## config.mk

```make
export PLATFORM = sky130hd
export DESIGN_NAME = fan_off_timer
export DESIGN_NICKNAME = d
export VERILOG_FILES = /design/src/rtl/fan_timer_pkg.sv /design/src/rtl/tick_gen.sv /design/src/rtl/fan_off_timer.sv
export SDC_FILE = /design/constraint.sdc
export NUM_CORES = 1
export LEC_CHECK = 0
export CAP_MARGIN = 40
export CORE_MARGIN = 4
export CORE_UTILIZATION = 45
export CTS_BUF_LIST = sky130_fd_sc_hd__clkbuf_4 sky130_fd_sc_hd__clkbuf_8
export CTS_CLUSTER_SIZE = 8
export DETAILED_ROUTE_END_ITERATION = 12
export HOLD_SLACK_MARGIN = 0.03
export PLACE_DENSITY = 0.62
export SETUP_SLACK_MARGIN = 0.4
export SYNTH_ARGS = -nofsm -noshare
export SYNTH_HDL_FRONTEND = slang
export SYNTH_SLANG_ARGS = --single-unit
```

## constraint.sdc

```tcl
create_clock -name clk -period 5.47 [get_ports clk]
set_clock_uncertainty 0.15 [all_clocks]
set_input_delay 0.547 -clock clk [delete_from_list [all_inputs] [get_ports clk]]
set_output_delay 0.547 -clock clk [all_outputs]
set_load 0.1 [all_outputs]
```

## src/rtl/fan_timer_pkg.sv

```systemverilog
// Shared types and constants for the fan auto-off timer: FSM encoding,
// mode codes and the mode-to-duration lookup.
package fan_timer_pkg;

  typedef enum logic [1:0] {
    ST_OFF    = 2'd0,
    ST_RUN    = 2'd1,
    ST_EXPIRE = 2'd2
  } timer_state_e;

  localparam logic [1:0] MODE_OFF = 2'd0;
  localparam logic [1:0] MODE_1   = 2'd1;
  localparam logic [1:0] MODE_2   = 2'd2;
  localparam logic [1:0] MODE_3   = 2'd3;

  // Durations are passed in so the function stays independent of any one
  // instance's parameter set; MODE_OFF maps to zero seconds.
  function automatic int unsigned mode_duration(
    input logic [1:0]  mode,
    input int unsigned t1_s,
    input int unsigned t2_s,
    input int unsigned t3_s
  );
    int unsigned dur;
    dur = 0;
    case (mode)
      MODE_1:  dur = t1_s;
      MODE_2:  dur = t2_s;
      MODE_3:  dur = t3_s;
      default: dur = 0;
    endcase
    return dur;
  endfunction

endpackage

```

## src/rtl/tick_gen.sv

```systemverilog
// One-second (or any period) tick prescaler: counts 0..TICK_CYCLES-1 while
// enabled and flags the last count combinationally.
module tick_gen #(
  parameter int unsigned TICK_CYCLES = 125_000_000
) (
  input  logic clk,
  input  logic reset_p,
  input  logic clr,
  input  logic en,
  output logic tick
);

  localparam int unsigned CW = (TICK_CYCLES > 1) ? $clog2(TICK_CYCLES) : 1;
  localparam logic [CW-1:0] LAST = CW'(TICK_CYCLES - 1);

  logic [CW-1:0] cnt_q;
  logic [CW-1:0] cnt_d;

  always_comb begin
    cnt_d = cnt_q;
    if (clr || !en) begin
      cnt_d = '0;
    end else if (cnt_q == LAST) begin
      cnt_d = '0;
    end else begin
      cnt_d = cnt_q + CW'(1);
    end
  end

  always_ff @(posedge clk) begin
    if (reset_p) begin
      cnt_q <= '0;
    end else begin
      cnt_q <= cnt_d;
    end
  end

  assign tick = en && (cnt_q == LAST);

endmodule

```

## src/rtl/fan_off_timer.sv

```systemverilog
// Fan auto-off timer: a button cycles through three preset durations, the
// selection counts down in seconds and a one-cycle set_idle pulse fires on expiry.
module fan_off_timer
  import fan_timer_pkg::*;
#(
  parameter int unsigned SYS_FREQ    = 125,
  parameter int unsigned TICK_CYCLES = 125_000_000,
  parameter int unsigned T1_S        = 60,
  parameter int unsigned T2_S        = 180,
  parameter int unsigned T3_S        = 300,
  parameter int unsigned W           = 9
) (
  input  logic         clk,
  input  logic         reset_p,
  input  logic         btn_timer,
  input  logic         fan_en,
  output logic         set_idle,
  output logic [1:0]   timer_mode,
  output logic [W-1:0] remain_s,
  output logic         timer_active
);

  if ((T1_S >= (64'd1 << W)) || (T2_S >= (64'd1 << W)) || (T3_S >= (64'd1 << W))) begin : g_bad_width
    $error("fan_off_timer: a preset duration does not fit in W bits");
  end

  if ((SYS_FREQ == 0) || (TICK_CYCLES == 0)) begin : g_bad_clock
    $error("fan_off_timer: SYS_FREQ and TICK_CYCLES must be non-zero");
  end

  timer_state_e state_q, state_d;
  logic [1:0]   mode_q, mode_d;
  logic [W-1:0] remain_q, remain_d;
  logic         set_idle_q, set_idle_d;
  logic         active_q, active_d;
  logic         reload;
  logic         tick_clr;
  logic         tick;

  tick_gen #(
    .TICK_CYCLES(TICK_CYCLES)
  ) u_tick_gen (
    .clk    (clk),
    .reset_p(reset_p),
    .clr    (tick_clr),
    .en     (state_q == ST_RUN),
    .tick   (tick)
  );

  // Priority: fan_en low > button > tick. A reload swallows a coincident tick.
  always_comb begin
    state_d    = state_q;
    mode_d     = mode_q;
    remain_d   = remain_q;
    set_idle_d = 1'b0;
    reload     = 1'b0;

    if (!fan_en) begin
      state_d  = ST_OFF;
      mode_d   = MODE_OFF;
      remain_d = '0;
    end else begin
      case (state_q)
        ST_OFF: begin
          if (btn_timer) begin
            state_d  = ST_RUN;
            mode_d   = MODE_1;
            remain_d = W'(mode_duration(MODE_1, T1_S, T2_S, T3_S));
            reload   = 1'b1;
          end
        end

        ST_RUN: begin
          if (btn_timer) begin
            case (mode_q)
              MODE_1: begin
                mode_d   = MODE_2;
                remain_d = W'(mode_duration(MODE_2, T1_S, T2_S, T3_S));
                reload   = 1'b1;
              end
              MODE_2: begin
                mode_d   = MODE_3;
                remain_d = W'(mode_duration(MODE_3, T1_S, T2_S, T3_S));
                reload   = 1'b1;
              end
              default: begin
                state_d  = ST_OFF;
                mode_d   = MODE_OFF;
                remain_d = '0;
              end
            endcase
          end else if (tick) begin
            if (remain_q <= W'(1)) begin
              state_d    = ST_EXPIRE;
              remain_d   = '0;
              set_idle_d = 1'b1;
            end else begin
              remain_d = remain_q - W'(1);
            end
          end
        end

        ST_EXPIRE: begin
          state_d  = ST_OFF;
          mode_d   = MODE_OFF;
          remain_d = '0;
        end

        default: begin
          state_d  = ST_OFF;
          mode_d   = MODE_OFF;
          remain_d = '0;
        end
      endcase
    end

    active_d = (state_d == ST_RUN);
  end

  // The prescaler restarts on every reload and sits at zero outside RUN.
  assign tick_clr = reload || (state_d != ST_RUN);

  always_ff @(posedge clk) begin
    if (reset_p) begin
      state_q    <= ST_OFF;
      mode_q     <= MODE_OFF;
      remain_q   <= '0;
      set_idle_q <= 1'b0;
      active_q   <= 1'b0;
    end else begin
      state_q    <= state_d;
      mode_q     <= mode_d;
      remain_q   <= remain_d;
      set_idle_q <= set_idle_d;
      active_q   <= active_d;
    end
  end

  assign set_idle     = set_idle_q;
  assign timer_mode   = mode_q;
  assign remain_s     = remain_q;
  assign timer_active = active_q;

endmodule

```

# Yosys cells after proc, flatten, opt, wreduce, memory -nomap -nowiden

Index checks and enable logic that the tools add are counted.

Shifts and indexed selects: 0
Multiply operators: 0
Divide/modulo/power cells: 0
Reductions and logical operators: 11
Bitwise logic cells: 3
Eq/ne operators: 9
Add/sub/neg operators: 2
Mux-type cells: 23
$lt $le $gt $ge: 1

Operator list:

| cell                    | count |
|---|---|
| $mux W9                 | 4 |
| $pmux W9 S2             | 2 |
| $add A27 B1 Y27 const B | 1 |
| $eq A27 B27 Y1 const B  | 1 |
| $mux W2                 | 8 |
| $pmux W2 S2             | 3 |
| $le A9 B1 Y1 const B    | 1 |
| $sub A9 B1 Y9 const B   | 1 |
| $eq A2 B1 Y1 const B    | 3 |
| $mux W1                 | 5 |
| $reduce_or A5 Y1        | 1 |
| $ne A2 B2 Y1 const B    | 2 |
| $reduce_and A2 Y1       | 2 |
| $reduce_or A2 Y1        | 2 |
| $ne A3 B3 Y1 const B    | 1 |
| $not A1 Y1              | 3 |
| $reduce_or A3 Y1        | 1 |
| $eq A2 B2 Y1 const B    | 1 |
| $logic_not A2 Y1        | 1 |
| $logic_or A1 B1 Y1      | 2 |
| $ne A2 B1 Y1 const B    | 1 |
| $pmux W1 S2             | 1 |
| $logic_and A1 B1 Y1     | 1 |
| $logic_not A1 Y1        | 1 |

Bits in registers: 42
Input bits: 4
Word-level logic and storage cells: 55
Memory bits (writable): 0
Output and inout port bits: 13
ROM bits: 0
Bits in latches: 0
Memories kept: 0

# Longest topological paths before layout

Depth in word-level cells: 10
Depth in mapped cells: 8
Depth with buffers taken out: 7

# Hierarchy

From an unflattened synthesis, not the netlist that was laid out.

Cells, all modules: 271
Area, all modules: 2263.4 µm²

Modules (own cells, without submodules):

| module        | seq. area each (µm²) | cells each | instances | area each (µm²) |
|---|---|---|---|---|
| tick_gen      | 540.5                | 156        | 1         | 1321.3 |
| fan_off_timer | 300.3                | 115        | 1         | 942.2 |

# Worst setup path before layout

No wires, ideal clock.

Kind: reg2reg
From: register remain_q[1] (netlist: remain_s[1])
To: register remain_q[3] (netlist: remain_s[3])
Period minus slack after synthesis: 2.716 ns
Data required time: 5.250 ns
Setup time: 0.070 ns
Slack: 2.754 ns
Path buffers: 1
Data arrival time: 2.495 ns
Cell stages (with the launch flop): 9
Path through: dfxtp_1 > inv_1 > ha_1 > o21bai_1 > and3_1 > clkbuf_1 > o311ai_0 > a221oi_1 > a21oi_1

Cells in the longest elaborated chain, start to end: 5
Elaborated cells on any way between the ends: 6
Classes of those cells: add/sub: 1; order compare: 1; mux: 4

Ends and longest elaborated chain:

| item                                                 | line                                     | RTL |
|---|---|---|
| start: declaration                                   | fan_off_timer.sv:33                      | `logic [W-1:0] remain_q, remain_d;` |
| start signal: assignment                             | fan_off_timer.sv:133                     | `remain_q <= remain_d;` |
| $sub A9 B1 Y9 / $le A9 B1 Y1 (equally long branches) | fan_off_timer.sv:98, fan_off_timer.sv:93 |  |
| $mux W9 (*)                                          | fan_off_timer.sv:93                      | `if (remain_q <= W'(1)) begin` |
| $mux W9 (*)                                          | fan_off_timer.sv:92                      | `end else if (tick) begin` |
| $mux W9 (*)                                          | fan_off_timer.sv:74                      | `if (btn_timer) begin` |
| $pmux W9 S2 (*)                                      | fan_off_timer.sv:63                      | `case (state_q)` |

Every way passes the cells marked *; elsewhere a longest branch is shown, timed or not. The select of a mux whose other input is x is not followed.
A chain may end at the register's enable or synchronous reset.

# Final worst setup path

From: input btn_timer
To: register u_tick_gen.cnt_q[22]

Cells in the longest elaborated chain, start to end: 7
Elaborated cells on any way between the ends: 12
Classes of those cells: eq/ne: 1; mux: 8; reduce/logical: 3

Ends and longest elaborated chain:

| item                                  | line                                     | RTL |
|---|---|---|
| start: declaration                    | fan_off_timer.sv:15                      | `input logic btn_timer,` |
| $mux W2 (on tied branches)            | fan_off_timer.sv:74, fan_off_timer.sv:65 |  |
| $pmux W2 S2                           | fan_off_timer.sv:63                      |  |
| $mux W2                               | fan_off_timer.sv:58                      | `if (!fan_en) begin` |
| $ne A2 B1 Y1                          | fan_off_timer.sv:121                     | `assign tick_clr = reload \|\| (state_d != ST_RUN);` |
| $logic_or A1 B1 Y1 (*)                | fan_off_timer.sv:121                     |  |
| $logic_or A1 B1 Y1 (*)                | tick_gen.sv:21                           | `if (clr \|\| !en) begin` |
| $reduce_or A3 Y1 (no source line) (*) | -                                        |  |
| end signal: assignment                | tick_gen.sv:34                           | `cnt_q <= cnt_d;` |
| end: declaration                      | tick_gen.sv:16                           | `logic [CW-1:0] cnt_q;` |

Every way passes the cells marked *; elsewhere a longest branch is shown, timed or not.

==> qor.csv <==
metric,value,unit
endpoint_kind,flip-flop,
drive_gt1_share,11.90,%
core_area,4786,sq um
cts.reportedPaths.clkPinSlew,0.08,ns
yosys_warnings,0,
reg2reg_to,u_tick_gen.cnt_q[22]$_SDFF_PP0_,
hold_buffers,0,
total_power,581.2,uW
drc,0,
synthesis.area,2238,sq um
fin_tns_setup,0,ns
final_cell_mix,"nor2_1 (44), dfxtp_1 (42), nand3_1 (18), clkdlybuf4s50_1 (16), buf_8 (14)",
n_antenna_cell,0,
synth_fa_ha_area_share,2.795,%
synth_top_family_by_area,simple AND/OR/NAND/NOR gates,
hold_path_depth,2,
vias,1958,
crit_arrival,2.85,ns
synth.distinct_cells,53,
yosysSeqAreaShare,37.56,%
cts_tree,yes,
cts.sinks,42,
grt_start_max_net_pins,19,
start_kind,input pin,
synth-seq-cells,42,
synthArstFlopShare,0,%
grt_first_pass_wirelength,8.721,mm
status,completed,
worstMarginPinSlew,0.5903,ns
gp_congestion,0.8000,
leakagePower,0.0008714,uW
ctsResizeCount,0,
worstReg2RegStart,u_tick_gen.cnt_q[16]$_SDFF_PP0_,
fp-row-count,25,
synth_top_area_share,37.56,%
syn_area_per_cell,8.352,sq um
insertion_delay,0.29,ns
worst_slack,2.697,ns
ys.flop_type,dfxtp_1,
fin_area,2728,sq um
pre_cts_ws,2.431,ns
synth-edff-count,0,
placed_cell_area,2633,sq um
area_delta_synth_final,21.86,%
die_x,78.53,um
portBuffers,16,
viasPerCell,5.424,
drv_cap,0,
post_cts_buffers,0,
fill_cells,451,
post_synth_inst_count,268,
slew_headroom,60.53,%
period_share,50.70,%
path_max_fanout,18,
drv_slew,0,
ir_drop,0.1236,mV
hold_violations,0,
p_per_area,213.1,nW/um^2
dp_hpwl,3.636,mm
cts_buffer_depth,2,
final_core_util,56.99,%
totalWireLength,4.994,mm
synth-compound-area-share,9.894,%
antenna_found_initial,0,
track_usage,17.68,%
cts_made_buffers,5,
dieArea,6167,sq um
drtPass1Iterations,4,
min_to,timer_mode[1]$_SDFFE_PP0P_,
synth-simple-area-share,34.66,%
grt_pass1_vias,1826,
cts_root_buf,clkbuf_8,
final_common_cell,nor2_1,
initial_core_util,46.77,%
antenna_left,0,
setup_viol,0,
die_h,78.53,um
synth_area_leaders,"dfxtp_1 (38%), nor2_1 (7.4%), xnor2_1 (5.1%), xor2_1 (4.7%), nand3_1 (4.0%)",
cts_max_level,2,
min_from,timer_mode[1]$_SDFFE_PP0P_,
wl_per_cell,13.83,um
muxShareOfSynthArea,0.9503,%
drtIter0Drc,137,
synthXorXnorAreaFrac,9.782,%
syn_nets,277,
fmax,360.6,MHz
crit_type,in2reg,
hold_class,reg2reg,
nNetsFinal,302,
r2r_cells,6,
cp_data_required_time,5.54,ns
rsz0062_at_grt,false,
fin_crit,2.774,ns
synth_area_leader_cell,dfxtp_1,
grt-ovfl-total,0,
ios,17,
reg2reg_slack,3.12,ns
-- worst max-delay path: stages --
cell and delay (ns):
clkdlybuf4s50_1 0.70, nor2_1 0.54, nand4_1 0.58, buf_8 0.36, nor2_1 0.11
-- worst max-delay path by stage --
stage / startpoint / endpoint
3_5_place_dp: btn_timer / u_tick_gen.cnt_q[23]$_SDFF_PP0_
5_1_grt: btn_timer / u_tick_gen.cnt_q[20]$_SDFF_PP0_
4_1_cts: btn_timer / u_tick_gen.cnt_q[23]$_SDFF_PP0_
3_3_place_gp: btn_timer / u_tick_gen.cnt_q[3]$_SDFF_PP0_
6_report: btn_timer / u_tick_gen.cnt_q[22]$_SDFF_PP0_
2_1_floorplan: remain_s[1]$_SDFFE_PP0P_ / remain_s[3]$_SDFFE_PP0P_
-- state kept, by name (all words and copies together), names as in the netlist --
signal / cells
remain_s: 9
set_idle: 1
state_q: 2
timer_active: 1
timer_mode: 2
u_tick_gen.cnt_q: 27
-- power breakdown --
group / internal, uW / switching (uW)
Clock: 101 / 106
Sequential: 308 / 4.06
Combinational: 22.8 / 38.6
Total: 432 / 149
-- cell usage after synthesis, drive strengths merged (3+ instances only) --
cell	n
nor2	44
dfxtp	42
nand3	18
nor3	13
xnor2	13
nand2	12
xor2	12
inv	10
a21oi	9
nand4	9
clkbuf	7
or3	6
and3	5
buf	5
ha	5
nor4b	5
or4	5
nor4	4
o21ai	4
and4	3
nand4b	3
-- final cells by class --
type | instances | area, sq um | area share, %
Timing Repair Buffer | 30 | 370.4 | 13.58
Tap cell | 67 | 83.83 | 3.073
Sequential cell | 42 | 840.8 | 30.83
Inverter | 10 | 37.54 | 1.376
Multi-Input combinational cell | 204 | 1300 | 47.66
Clock buffer | 6 | 82.58 | 3.028
Clock inverter | 2 | 12.51 | 0.4587
-- per-stage QoR --
step | hold WS [ns] | std cells
finish | 0.3417 | 361
global route | 0.3756 | 361
CTS | 0.3473 | 361
detailed placement | 0.3285 | 353
global placement | 0.3123 | 339
floorplan | 0.2913 | 268
-- cell families (layout without fill, tap and decap cells) --
kind of cell	after synthesis	count (layout)
xor gates and xnor gates	25	25
buffers and inverters	22	48
muxes	2	2
AOI/OAI and AO/OA	32	32
adders and majority gates	5	5
DFF	42	42
and+or+nand+nor	140	140
-- routing by layer --
| metal | global-route usage, % | share of wire (%) |
|---|---|---|
| met5 | 0 | 0 |
| met4 | 6.119 | 1.5 |
| met3 | 3.670 | 2.8 |
| met2 | 29.37 | 49 |
| met1 | 22.63 | 47 |
No activity file was read; power rests on OpenSTA's default activity.
==> edit, RTL diff (config.mk and constraints unchanged) <==
`TICK_CYCLES` is set to 125_000_000 in 2 places; all go to 250_000_000.
--- a/src/rtl/tick_gen.sv
+++ b/src/rtl/tick_gen.sv
@@ -3,3 +3,3 @@
 module tick_gen #(
-  parameter int unsigned TICK_CYCLES = 125_000_000
+  parameter int unsigned TICK_CYCLES = 250_000_000
 ) (
--- a/src/rtl/fan_off_timer.sv
+++ b/src/rtl/fan_off_timer.sv
@@ -6,3 +6,3 @@
   parameter int unsigned SYS_FREQ    = 125,
-  parameter int unsigned TICK_CYCLES = 125_000_000,
+  parameter int unsigned TICK_CYCLES = 250_000_000,
   parameter int unsigned T1_S        = 60,
Behaviour: same outputs for any inputs over 10 cycles, from zero or initial values and one cycle with reset_p high; that may be too few to reach the edited logic, so the function may still have changed.
==> edit against the original RTL <==
Power grew 0.16%. Sequential cell count increased by 1. Via count shrank 1.5%. Register-to-register slack lost 0.04 ns. Setup slack improved by 0.24 ns. Design area is 1.1% lower. Area after synthesis is 1.5% lower. Synthesized cell count is 4.1% lower. Routed wire length is 4.0% lower. Global-route usage fell by 0.56 points. Critical path depth increased by 1. Count of clock-buffer cells in the layout unchanged. Sequential power grew 3%. Largest cell class unchanged. Highest routed layer unchanged.
==> edit: results (changes against the original RTL) <==
INFO  metric result_of_the_run = complete, no violations
INFO  metric path_max_fanout = 14 (-4)
INFO  metric largest_net_degree_at_the_start_of_global_routing = 28 (+9)
INFO  metric synthAdderAreaFrac = 2.84% (+0.041 points)
INFO  metric cp_data_arrival_time = 2.60 ns (-0.25 ns)
INFO  metric synthesis.area_per_instance = 8.58 sq um (+2.8%)
INFO  metric synth.mux.area_fraction = 2.27% (+1.3 points)
INFO  metric netlist_top_cells_count = sky130_fd_sc_hd__nor2_1 (44), sky130_fd_sc_hd__dfxtp_1 (43), sky130_fd_sc_hd__nand3_1 (21), sky130_fd_sc_hd__xor2_1 (20), sky130_fd_sc_hd__nand2_1 (16)
INFO  metric rr_worst_depth = 5 (-1)
INFO  metric cp_max_stage_delay = 0.80 ns (+0.10 ns)
INFO  metric worst-slew-pin-transition = 0.755 ns (+0.164 ns)
INFO  metric globalplace.congestion = 0.876 (+9.4%)
INFO  metric cp-endpoint = remain_s[2]$_SDFFE_PP0P_
INFO  metric drt-vias-per-instance = 5.43 (+0.18%)
INFO  metric hold-path-cell-count = 1 (-1)
INFO  metric synth_fp_nets = 266 (-4.0%)
INFO  metric route.vias.total = 1929 (-1.5%)
INFO  metric synthesized_area_fraction_occupied_by_ao_oa_aoi_and_oai_cells = 9.87% (-0.024 points)
INFO  metric placed_area = 0.00261 sq mm (-0.95%)
INFO  metric drtIter0Drc = 78 (-43%)
INFO  metric fin_ws = 2.94 ns (+0.243 ns)
INFO  metric routed_wirelength = 4.79 mm (-4.0%)
INFO  metric crit-reg2reg-launch = u_tick_gen.cnt_q[2]$_SDFF_PP0_
INFO  metric grt_first_pass_wirelength = 8.49 mm (-2.6%)
INFO  metric globalRouteTotalUtil = 17.1% (-0.56 points)
INFO  metric fraction_of_final_layout_cells_with_drive_strength_greater_than_1 = 11.1% (-0.79 points)
INFO  metric pg_seq = 0.000320 W (+3%)
INFO  metric nets = 296 (-2.0%)
INFO  metric post_synth_main_area_contributors = sky130_fd_sc_hd__dfxtp_1 (39%), sky130_fd_sc_hd__xor2_1 (7.9%), sky130_fd_sc_hd__nor2_1 (7.5%)
INFO  metric power.combinational.total = 0.0000619 W (+0.8%)
INFO  metric number_of_flip_flops_in_the_largest_register = 28 (+3.7%)
INFO  metric cellLeakagePower = 0.953 nW (+9.4%)
INFO  metric synth_top_area_share = 39.0% (+1.5 points)
INFO  metric synth_xor_area_share = 10.3% (+0.54 points)
## edit: changes by cell type in the layout (fill, tap and decap cells not counted), sizes merged, moves of 3 or more
| cell | change |
|---|---|
| and4 | -3 |
| mux2i | +4 |
| nand2 | +5 |
| nand3 | +3 |
| nor3 | -8 |
| nor4 | +8 |
| nor4b | -5 |
| or3 | -4 |
| or4 | -4 |
| or4b | +3 |
| xnor2 | -7 |
| xor2 | +8 |
## edit: area by class of cell
class | instances | area (sq um)
inverter | 10 | 37.5
clock inverter | 2 | 12.5
clock buffer | 6 | 76.3
multi-input combinational | 198 | 1270
sequential | 43 | 861
timing repair buffer | 29 | 355
tap | 67 | 83.8
fill | 429 | 2030
## edit: layer usage
layer / vias to the layer above / GRT usage [%] / routed length (um)
met4: 0 / 6.29 / 83
met3: 8 / 3.33 / 187
li1: 973 / - / -
met2: 54 / 31.3 / 2440
met1: 894 / 19.6 / 2090
met5: - / 0 / 0
